[src/rtl/ifetch_unit.sv]
// Instruction fetch stage: PC, imem req/ack handshake, instruction register and decoder field split.
// Optional macro IFETCH_ALIGN_TRAP_EN: a misaligned branch target raises misalign and halts fetching.
module ifetch_unit #(
  parameter int                ADDR_W   = 32,
  parameter logic [ADDR_W-1:0] RESET_PC = '0
) (
  input  logic              clock,
  input  logic              reset,
  output logic              imem_req,
  output logic [ADDR_W-1:0] imem_addr,
  input  logic              imem_ack,
  input  logic [31:0]       imem_rdata,
  input  logic              incr,
  input  logic [ADDR_W-1:0] br_target,
  input  logic              stall,
`ifdef IFETCH_ALIGN_TRAP_EN
  output logic              misalign,
`endif
  output logic              instr_valid,
  output logic [31:0]       instr,
  output logic [6:0]        opcode,
  output logic [2:0]        funct3,
  output logic [6:0]        funct7,
  output logic [4:0]        rd,
  output logic [4:0]        rs1,
  output logic [4:0]        rs2,
  output logic [ADDR_W-1:0] pc,
  output logic [ADDR_W-1:0] pc_plus4
);

  localparam logic [31:0]       NOP_INSTR = 32'h0000_0013;
  localparam logic [ADDR_W-1:0] PC_STEP   = ADDR_W'(4);

  typedef enum logic [1:0] {
    ST_RESET = 2'd0,
    ST_FETCH = 2'd1,
    ST_EXEC  = 2'd2,
    ST_HALT  = 2'd3
  } state_t;

  state_t            r_state;
  state_t            w_next_state;
  logic              r_imem_req;
  logic              r_instr_valid;
  logic              w_req_d;
  logic              w_valid_d;
  logic [ADDR_W-1:0] r_pc;
  logic [ADDR_W-1:0] w_pc_plus4;
  logic [ADDR_W-1:0] w_br_aligned;
  logic [31:0]       r_instr;
  logic              w_advance;
  logic              w_trap;

  assign w_pc_plus4   = r_pc + PC_STEP;
  assign w_br_aligned = {br_target[ADDR_W-1:2], 2'b00};
  assign w_advance    = (r_state == ST_EXEC) && !stall;

`ifdef IFETCH_ALIGN_TRAP_EN
  logic r_misalign;
  assign w_trap   = w_advance && !incr && (br_target[1:0] != 2'b00);
  assign misalign = r_misalign;
`else
  logic w_unused_br_lsb;
  assign w_trap          = 1'b0;
  assign w_unused_br_lsb = ^br_target[1:0];
`endif

  // State register plus registered req/valid; async reset drops imem_req at once.
  always_ff @(posedge clock or posedge reset) begin
    if (reset) begin
      r_state       <= ST_RESET;
      r_imem_req    <= 1'b0;
      r_instr_valid <= 1'b0;
    end else begin
      r_state       <= w_next_state;
      r_imem_req    <= w_req_d;
      r_instr_valid <= w_valid_d;
    end
  end

  // Next-state decode.
  always_comb begin
    w_next_state = r_state;
    case (r_state)
      ST_RESET: w_next_state = ST_FETCH;
      ST_FETCH: w_next_state = imem_ack ? ST_EXEC : ST_FETCH;
      ST_EXEC: begin
        if (stall) begin
          w_next_state = ST_EXEC;
        end else begin
          w_next_state = w_trap ? ST_HALT : ST_FETCH;
        end
      end
`ifdef IFETCH_ALIGN_TRAP_EN
      ST_HALT:  w_next_state = ST_HALT;
`endif
      default:  w_next_state = ST_RESET;
    endcase
  end

  // Output decode from the upcoming state, so req/valid come straight from flops.
  always_comb begin
    w_req_d   = 1'b0;
    w_valid_d = 1'b0;
    case (w_next_state)
      ST_FETCH: w_req_d   = 1'b1;
      ST_EXEC:  w_valid_d = 1'b1;
      default: begin
        w_req_d   = 1'b0;
        w_valid_d = 1'b0;
      end
    endcase
  end

  // PC and instruction register; rdata is captured only on the FETCH ack cycle.
  always_ff @(posedge clock or posedge reset) begin
    if (reset) begin
      r_pc    <= RESET_PC;
      r_instr <= NOP_INSTR;
    end else begin
      if ((r_state == ST_FETCH) && imem_ack) begin
        r_instr <= imem_rdata;
      end
      if (w_advance && !w_trap) begin
        r_pc <= incr ? w_pc_plus4 : w_br_aligned;
      end
    end
  end

`ifdef IFETCH_ALIGN_TRAP_EN
  // Sticky misalignment flag, cleared only by reset.
  always_ff @(posedge clock or posedge reset) begin
    if (reset) begin
      r_misalign <= 1'b0;
    end else if (w_trap) begin
      r_misalign <= 1'b1;
    end else begin
      r_misalign <= r_misalign;
    end
  end
`endif

  assign imem_req    = r_imem_req;
  assign imem_addr   = r_pc;
  assign instr_valid = r_instr_valid;
  assign instr       = r_instr;
  assign opcode      = r_instr[6:0];
  assign funct3      = r_instr[14:12];
  assign funct7      = r_instr[31:25];
  assign rd          = r_instr[11:7];
  assign rs1         = r_instr[19:15];
  assign rs2         = r_instr[24:20];
  assign pc          = r_pc;
  assign pc_plus4    = w_pc_plus4;

endmodule
[config.mk]
export PLATFORM = sky130hd
export DESIGN_NAME = ifetch_unit
export DESIGN_NICKNAME = d
export VERILOG_FILES = /design/src/rtl/ifetch_unit.sv
export SDC_FILE = /design/constraint.sdc
export NUM_CORES = 1
export LEC_CHECK = 0
export ABC_AREA = 1
export ABC_CLOCK_PERIOD_IN_PS = 1940
export BUFFER_PORTS_ARGS = -buffer_cell sky130_fd_sc_hd__buf_2
export CAP_MARGIN = 10
export CORE_MARGIN = 5
export CORE_UTILIZATION = 30
export CTS_CLUSTER_DIAMETER = 30
export DETAILED_ROUTE_END_ITERATION = 12
export GPL_TIMING_DRIVEN = 0
export PLACE_DENSITY = 0.64
export SYNTH_ARGS = -nofsm -noshare
export SYNTH_HDL_FRONTEND = slang
export SYNTH_SLANG_ARGS = --single-unit
[constraint.sdc]
create_clock -name clock -period 1.94 [get_ports clock]
set_clock_uncertainty 0.05 [all_clocks]
set_input_delay 0 -clock clock [delete_from_list [all_inputs] [get_ports clock]]
set_output_delay 0 -clock clock [all_outputs]
set_load 0.01 [all_outputs]
# --- Word level (Yosys, flattened, before mapping) ---
# Cells that the tools add are included.
classes:
  addsub: 1
  n_mul: 0
  div: 0
  n_lt_le_gt_ge: 0
  eq_ne: 4
  n_shift: 0
  n_mux: 6
  bitwise: 0
  n_reduce_logical: 4
op_table:
  columns: ["cell", "n"]
  rows:
  - ["$add 32x3->32 const B", 1]
  - ["$mux 32", 1]
  - ["$pmux 2 s3", 1]
  - ["$eq 2x1->1 const B", 2]
  - ["$eq 2x2->1 const B", 2]
  - ["$mux 2", 2]
  - ["$logic_and 1x1->1", 2]
  - ["$logic_not 2->1", 1]
  - ["$mux 1", 2]
  - ["$logic_not 1->1", 1]
totals:
  register_bits: 68
  latch_bits: 0
  ramBits: 0
  mem_bits_ro: 0
  out_inout_bits: 162
  wordCells: 20
  mem_count: 0

# --- Longest topological paths before layout ---
# Gate-level depths: netlist (run 1).
logic_depth:
  depth_word: 4
  ltp_mapped: 10
  mapped_depth_nobuf: 10

# --- Worst setup path before layout (run 1) ---
# No wires, ideal clock.
synth_path:
  path_kind: "flip-flop to flip-flop"
  from: "register r_pc[3] (netlist: imem_addr[3])"
  to: "register r_pc[18] (netlist: imem_addr[18])"
  setup_ns: 0.078
  arrival_time_ns: 1.449
  required_ns: 1.812
  setup_slack_ns: 0.363
  path_stages_with_launch: 10
  path_buffers: 0
  path_cell_list: "dfrtp_1 ha_1 nand2_2 nor2_4 nand2_4 nor2_4 nand2_1 nand2_1 nand2_1 a21boi_1"
synth_via:
  elab_chain_len: 2
synth_lines:
  columns: ["element", "line", "source"]
  rows:
  - ["from (decl)", "47", "logic [ADDR_W-1:0] r_pc;"]
  - ["from (signal assigned)", "125", "r_pc <= incr ? w_pc_plus4 : w_br_aligned;"]
  - ["$add 32x3->32", "54", "assign w_pc_plus4 = r_pc + PC_STEP;"]
  - ["named net pc_plus4[18]", "28", "output logic [ADDR_W-1:0] pc_plus4"]
  - ["$mux 32", "125", null]
# The timed path passes the listed nets, and every way through them passes these cells.
# A chain may end at the register's enable or synchronous reset.

# --- Worst setup path after layout (run 1) ---
layout_path:
  from: "register r_pc[3] (netlist: imem_addr[3])"
  to: "output pc_plus4[20]"
layout_via:
  elab_chain_len: 1
layout_lines:
  columns: ["element", "line"]
  rows:
  - ["$add 32x3->32", "54"]
  - ["to (decl)", "28"]
# No other way between the ends.

==> results by group, run 1 <==
Hold path
  • Hold/Removal Path Class: in -> reg
  • Critical hold path startpoint: incr

Pwr
  • Sequential Power Share: between 20% and 30%
  • Overall power: approximately 10 mW
  • Sw Share: a little over two fifths
  • Peak VDD IR: between 0.5 and 0.6 mV
  • PwrDens: roughly 1500 nW/um2
  • Switch Pwr: roughly 4.2 mW
  • Logic gate share of total power: a little under three fifths
  • Clock Power Share: 15.4%
  • Pleak: 3.507 nW
  • Int Pwr: ~5.8 mW

Clock tree
  • Clk sink count: 66
  • CTS tree: built
  • Clock tree buffer depth: 2
  • Worst skew pair latency: 0.33 ns
  • Worst-path clk slew: ~0.060 ns
  • Clk root buf: clkbuf_16
  • CTS buffer count: 9
  • H-tree Lvls: 3

Final layout
  • Fin util: between 40 and 50%
  • Layout Nets: approximately 900
  • Layout cells sized above 1: about 46%
  • Cell Count, Final, Fillers Out: 1040
  • Area of the multi-input gates: between 1500 and 2000 um2
  • Seq. cell area: roughly 1700 um2
  • Antenna diodes: 0
  • Final instance area: 6619 um2
  • Most frequent cells in the layout: buf_2, nand2_1, buf_4, dlygate4sd3_1, nor2_1
  • Most common cell after layout, fill and taps aside: buf_2
  • Layout area overhead: 57.86%
  • Fill count: between 1000 and 1500

STA
  • Slew Limit Fails: 0
  • Setup WS post-layout: around 0.043 ns
  • Final Hold Slack: roughly 0.05 ns
  • Slew headroom: ~43%
  • Measured slew at the worst slew-check pin: roughly 0.85 ns
  • Endpoints failing setup: 0
  • RSZ-0062 raised after global routing: true
  • Period utilization: between 90% and 100%
  • Fmax: between 0.5 and 0.6 GHz
  • Final Hold Vio Count: 0
  • Fin Setup TNS: 0 ns
  • Min cycle time layout: between 1.5 and 2 ns

Run
  • Max Cap Viol: 0

Detailed routing
  • Drt wl/cell: 14.09 um
  • Vias/cell: between 4 and 5
  • Via count: around 4500
  • TritonRoute pass-1 iters: 5
  • Total routed wirelength: ~15 mm
  • Post-DRT Antenna Nets: 0
  • Initial DRC Count: roughly 220
  • Post-route DRC: 0

Global routing
  • Gr usage total: around 17%
  • Pin count of the biggest net entering global routing: between 60 and 70
  • First-pass GRT wire length: about 22 mm
  • Initial antenna violation count: 0
  • Vias in the first global route: approximately 4400
  • Total grt overflow: 0

Critical path
  • CP most frequent cell: nand2_1
  • Critical path required time: 1.89 ns
  • Worst Reg-to-Reg Cells: 10
  • CP endpoint: pc_plus4[20]
  • R2r endpoint: imem_addr[19]$_DFFE_PP0P_
  • Crit Path Class: reg -> out
  • Critical path fanouts, max: 3
  • Crit. Startpoint: imem_addr[3]$_DFFE_PP0P_
  • Worst r2r src: imem_addr[3]$_DFFE_PP0P_
  • Slowest stage delay, CP: 0.42 ns
  • Critical path startpoint category: flip-flop
  • Crit end category: output pin
  • FF-to-FF setup slack: roughly 0.3 ns
  • Worst Path Arrival: ~1.9 ns
  • Slowest cell on crit path: dfrtp_1
  • CP cell instances: ha_4 -> nand2_4 -> nor2_4 -> nand3b_1 -> nor2_1 -> nand2_1 -> nand2_1 -> buf_2

Run status
  • Outcome: finished, final reports clean

Yosys
  • Post-synth top area share: between 30% and 40%
  • Post-synthesis sequential area ratio: a little under 40%
  • Syn Inst Count: 543
  • Synth warnings: 0
  • Yosys top cell by area: dfrtp_1
  • #FFs+latches synth: 66
  • Synth area leaders: dfrtp_1, nand2_1, buf_4
  • Count of cell types in the netlist: 28
  • Mean Syn Cell Area: a little under 8 um2
  • Post-Syn Area: about 4200 um2

Floorplan
  • Die height: between 100 and 150 um
  • Ports: 231
  • Initial Util: 30.44%
  • Die width: roughly 130 um
  • Cell Rows: 43
  • Total die area: between 15000 and 20000 um2
  • Core Box Area: about 14000 um2

Placed design
  • Routability cong.: just over 0.8
  • Pre-CTS WS: between 0.15 and 0.2 ns
  • Placed Cells: ~950
  • DP HPWL: around 11 mm
  • Port-buffer cells: 221
  • Cell Area, Placed: approximately 5500 um2
-- registers in the layout, indices dropped and copies added (netlist names) --
register     count
imem_addr       30
imem_req         1
instr           32
instr_valid      1
r_state          2
-- Yosys cell counts --
cell type / n
nand2_1: 148
nor2_1: 70
buf_4: 68
dfrtp_1: 63
inv_1: 42
mux2_2: 32
o21ai_0: 28
nand3_1: 25
clkbuf_1: 8
buf_2: 6
nor2_4: 6
o21ai_1: 6
o22ai_1: 6
xor2_1: 5
nand2_2: 4
nor2_2: 4
and2_1: 3
dfstp_2: 3
o31ai_1: 3
a21boi_1: 2
a21oi_1: 2
nand2_4: 2
nand3b_1: 2
buf_1: 1
clkinv_1: 1
conb_1: 1
ha_1: 1
xnor2_1: 1
-- worst min-delay path by stage --
| stage | slack, ns | depth (start not counted) | endpoint |
|---|---|---|---|
| final | 0.05 | 5 | imem_addr[29]$_DFFE_PP0P_ |
| after floorplan | 0.10 | 1 | instr[26]$_DFFE_PP0N_ |
| after detailed placement | 0.19 | 2 | instr[28]$_DFFE_PP0N_ |
| after global routing | 0.10 | 5 | imem_addr[31]$_DFFE_PP0P_ |
| after CTS | 0.04 | 5 | imem_addr[31]$_DFFE_PP0P_ |
| after global placement | 0.18 | 2 | instr[28]$_DFFE_PP0N_ |
-- area by class of cell --
class	instances	area share, %
multi-input combinational	356	28.30
inverter	43	2.476
clock buffer	9	3.403
buffer	83	8.696
tap	180	3.403
sequential	66	25.20
timing repair buffer	296	27.73
clock inverter	7	0.7940
-- metal layers --
layer,global-route usage [%],wire length [um],vias up,part of all wire [%]
met4,4.057,90,0,0.61
li1,-,-,2263,-
met3,4.083,1213,12,8.3
met2,30.83,7367,191,50
met1,20.35,5981,2033,41
met5,0,0,-,0
-- repair_timing --
| action | in CTS | in global routing |
|---|---|---|
| endpoints found under the hold margin | 129 | 0 |
| cloned | 0 | 0 |
| hold buffers | 65 | 0 |
| setup buffers | 1 | 9 |
| endpoints found under the setup margin | 10 | 19 |
| pin swaps | 0 | 8 |
| resized for setup | 5 | 24 |
-- power groups by stage --
stage	registers, mW	clock network [mW]	logic, mW
after detailed placement	2.89	0	5.27
after CTS	2.86	1.58	5.42
after floorplan	3.01	0	2.94
after global placement	2.86	0	5.21
after global routing	3.01	1.63	6.03
final	2.89	1.53	5.52
-- critical path, delay by kind of cell, from the launching register on --
kind / cells / cell delay (ns)
and+or+nand+nor: 6 / 0.80
adders and majority gates: 1 / 0.17
DFF: 1 / 0.42
buffers and inverters: 1 / 0.13
-- cells by family after synthesis --
logic type                 share of synthesized area, %
muxes                                             8.595
DFF                                               39.48
and+or+nand+nor                                   26.65
AOI/OAI and AO/OA                                 6.088
xor gates and xnor gates                          1.253
adders and majority gates                        0.2984
other                                           0.08944
buffers and inverters                             17.55
(Power assumes the default switching activity.)
==> inputs of run 2 (changes only) <==
- CORE_ASPECT_RATIO: not set -> 1.1
- CORE_MARGIN: 5 -> 3
- SLEW_MARGIN: not set -> 10
==> run 2 against run 1 <==
Net effect: global-route usage grew 1.4 points; maximum frequency grew 2.1%; total power up 2.7%; largest cell class unchanged; combinational power shrank 2%; critical path depth unchanged; via count shrank 1.2%; cell count fell by 0.19%.
==> results by group, run 2 (synthesized netlist as in run 1, its figures left out) <==
Global routing
  • First-pass GRT wire length: 22.64 mm (+1.5%)
  • M3 GR Usage: 3.858% (-0.23 points)
  • Gr usage total: 18.46% (+1.4 points)
  • Busiest grt layer: met2
  • GRT met2 Usage: 33.08% (+2.2 points)
  • Initial antenna violation count: 0 (unchanged)
  • Total grt overflow: 0 (unchanged)
  • Met1 usage: 22.80% (+2.5 points)
  • Pin count of the biggest net entering global routing: 45 (-33%)
  • Vias in the first global route: 4281 (-1.8%)

Floorplan
  • Total die area: 15430 um2 (-6.1%)
  • Die height: 130.0 um (+1.4%)
  • Cell Rows: 44 (+2.3%)
  • Core Box Area: 13430 um2 (-2.5%)
  • Ports: 231 (unchanged)
  • Die width: 118.7 um (-7.4%)
  • Initial Util: 31.21% (+0.77 points)

Clock tree
  • Clk root buf: clkbuf_16
  • H-tree Lvls: 3 (unchanged)
  • CTS buffer count: 9 (unchanged)
  • CTS tree: built
  • Clk sink count: 66 (unchanged)
  • Clock tree buffer depth: 2 (unchanged)
  • Worst-path clk slew: 0.06 ns (about the same)
  • Worst skew pair latency: 0.33 ns (about the same)

Detailed routing
  • Initial DRC Count: 279 (+29%)
  • Total routed wirelength: 14.39 mm (-1.8%)
  • TritonRoute pass-1 iters: 4 (-1)
  • Via count: 4446 (-1.2%)
  • Vias/cell: 4.283 (-0.99%)
  • Post-route DRC: 0 (unchanged)
  • Drt wl/cell: 13.87 um (-1.6%)
  • Post-DRT Antenna Nets: 0 (unchanged)

STA
  • Setup WS post-layout: 0.08236 ns (+0.03943 ns)
  • Fin Setup TNS: 0 ns (unchanged)
  • RSZ-0062 raised after global routing: true
  • Final Hold Vio Count: 0 (unchanged)
  • Slew Limit Fails: 0 (unchanged)
  • Measured slew at the worst slew-check pin: 0.6741 ns (-0.1774 ns)
  • Endpoints failing setup: 0 (unchanged)
  • Fmax: 0.5383 GHz (+2.1%)
  • Slew headroom: 55.06% (+12 points)
  • Min cycle time layout: 1.858 ns (-0.03943 ns)
  • Period utilization: 95.75% (-2.0 points)

Final layout
  • Most common cell after layout, fill and taps aside: buf_2
  • Antenna diodes: 0 (unchanged)
  • Layout area overhead: 58.25%
  • Cell Count, Final, Fillers Out: 1038 (-0.19%)
  • Layout Nets: 919 (-0.65%)
  • Max reg flops: 32 (unchanged)
  • Most frequent cells in the layout: buf_2, nand2_1, buf_4, nor2_1, dlygate4sd3_1
  • Layout cells sized above 1: 44.96% (-0.97 points)

Critical path
  • Crit end category: output pin
  • CP most frequent cell: nand2_1
  • CP cell instances: ha_2 -> nand2_4 -> nor2_4 -> nand3b_1 -> nor2_1 -> nand2_1 -> nand2_1 -> buf_2
  • Crit path max-delay family: simple AND/OR/NAND/NOR gates
  • Slowest cell on crit path: dfrtp_2
  • Critical path fanouts, max: 3 (unchanged)
  • Crit path buf inv count: 1 (unchanged)
  • Crit Path Class: reg -> out
  • Worst Reg-to-Reg Cells: 9 (-1)
  • Critical path startpoint category: flip-flop
  • FF-to-FF setup slack: 0.32 ns (+0.02 ns)
  • Critical path required time: 1.89 ns (about the same)
  • R2r endpoint: imem_addr[28]$_DFFE_PP0P_
  • Worst Path Arrival: 1.81 ns (-0.04 ns)
  • Worst r2r src: imem_addr[12]$_DFFE_PP0P_
  • Slowest stage delay, CP: 0.38 ns (-0.04 ns)

Hold path
  • Hold path cells: 5 (unchanged)
  • Worst Hold Path EP: imem_addr[31]$_DFFE_PP0P_
  • Critical hold path startpoint: incr
  • Hold/Removal Path Class: in -> reg

Pwr
  • Peak VDD IR: 0.4797 mV (-11%)
  • Pleak: 3.510 nW (about the same)
  • PwrDens: 1538 nW/um2 (+2.4%)

Placed design
  • Placed Cells: 954 (+0.53%)
  • DP HPWL: 10.79 mm (-0.11%)
  • Routability cong.: 0.8314 (+0.25%)
  • Port-buffer cells: 221 (unchanged)
  • Pre-CTS WS: 0.1492 ns (-0.01077 ns)

Run status
  • Outcome: finished, final reports clean

Run
  • Max Cap Viol: 0 (unchanged)
## run 2: cell count changes in the layout (fill, tap and decap cells not counted), sizes merged
cell,before,now
buf,306,300
bufinv,0,3
clkbuf,17,18
clkinv,5,3
inv,44,42
## run 2: where the power goes
group | switching [mW] | leakage (nW) | internal [mW]
clock network | 0.630 | 0.163 | 1.26
logic | 2.69 | 2.57 | 2.74
registers | 0.791 | 0.777 | 2.10
## run 2: layer usage
metal | share of wire (%) | vias up
li1 | - | 2256
met1 | 43 | 2017
met2 | 50 | 163
met3 | 6.4 | 10
met4 | 0.95 | 0
met5 | 0 | -
## run 2: worst max path at each step
stage,from,endpoint,slack (ns),depth (start not counted)
4_1_cts,imem_addr[3]$_DFFE_PP0P_,pc_plus4[20],-0.01,7
3_5_place_dp,imem_addr[3]$_DFFE_PP0P_,imem_addr[20]$_DFFE_PP0P_,0.15,8
2_1_floorplan,reset,imem_addr[10]$_DFFE_PP0P_,0.24,1
3_3_place_gp,reset,imem_addr[26]$_DFFE_PP0P_,-0.79,2
5_1_grt,imem_addr[2]$_DFFE_PP0P_,pc_plus4[31],-0.01,9
6_report,imem_addr[3]$_DFFE_PP0P_,pc_plus4[20],0.08,8
## run 2: worst min-delay path, stage by stage
cell,delay (ns)
buf_2,0.14
nor2_1,0.10
nor2_1,0.05
nand2_1,0.05
nand2_1,0.05
## run 2: stage by stage
step / util (%) / power, mW / instance area [um2] / hold slack, ns
finish: 49.39 / 10.21 / 6635 / 0.05695
global placement: 41.30 / 8.064 / 5548 / 0.1828
global route: 49.39 / 10.98 / 6635 / 0.1209
CTS: 49.08 / 10.23 / 6593 / 0.04201
detailed placement: 41.52 / 8.162 / 5578 / -0.06587
floorplan: - / 5.956 / 4212 / 0.1006
## run 2: timing repair
| item | in CTS | in global routing |
|---|---|---|
| hold buffers | 65 | 0 |
| pin swaps | 1 | 6 |
| endpoints found under the setup margin | 8 | 14 |
| resized for setup | 6 | 16 |
| hold endpoints to repair | 130 | 0 |
| setup buffers | 1 | 2 |
## run 2: layout make-up
class	count	area (um2)
fill	1324	6798
multi-input combinational	356	1844
timing repair buffer	290	1807
sequential	66	1670
buffer	83	575.6
tap	184	230.2
clock buffer	10	229.0
inverter	43	163.9
clock inverter	6	115.1
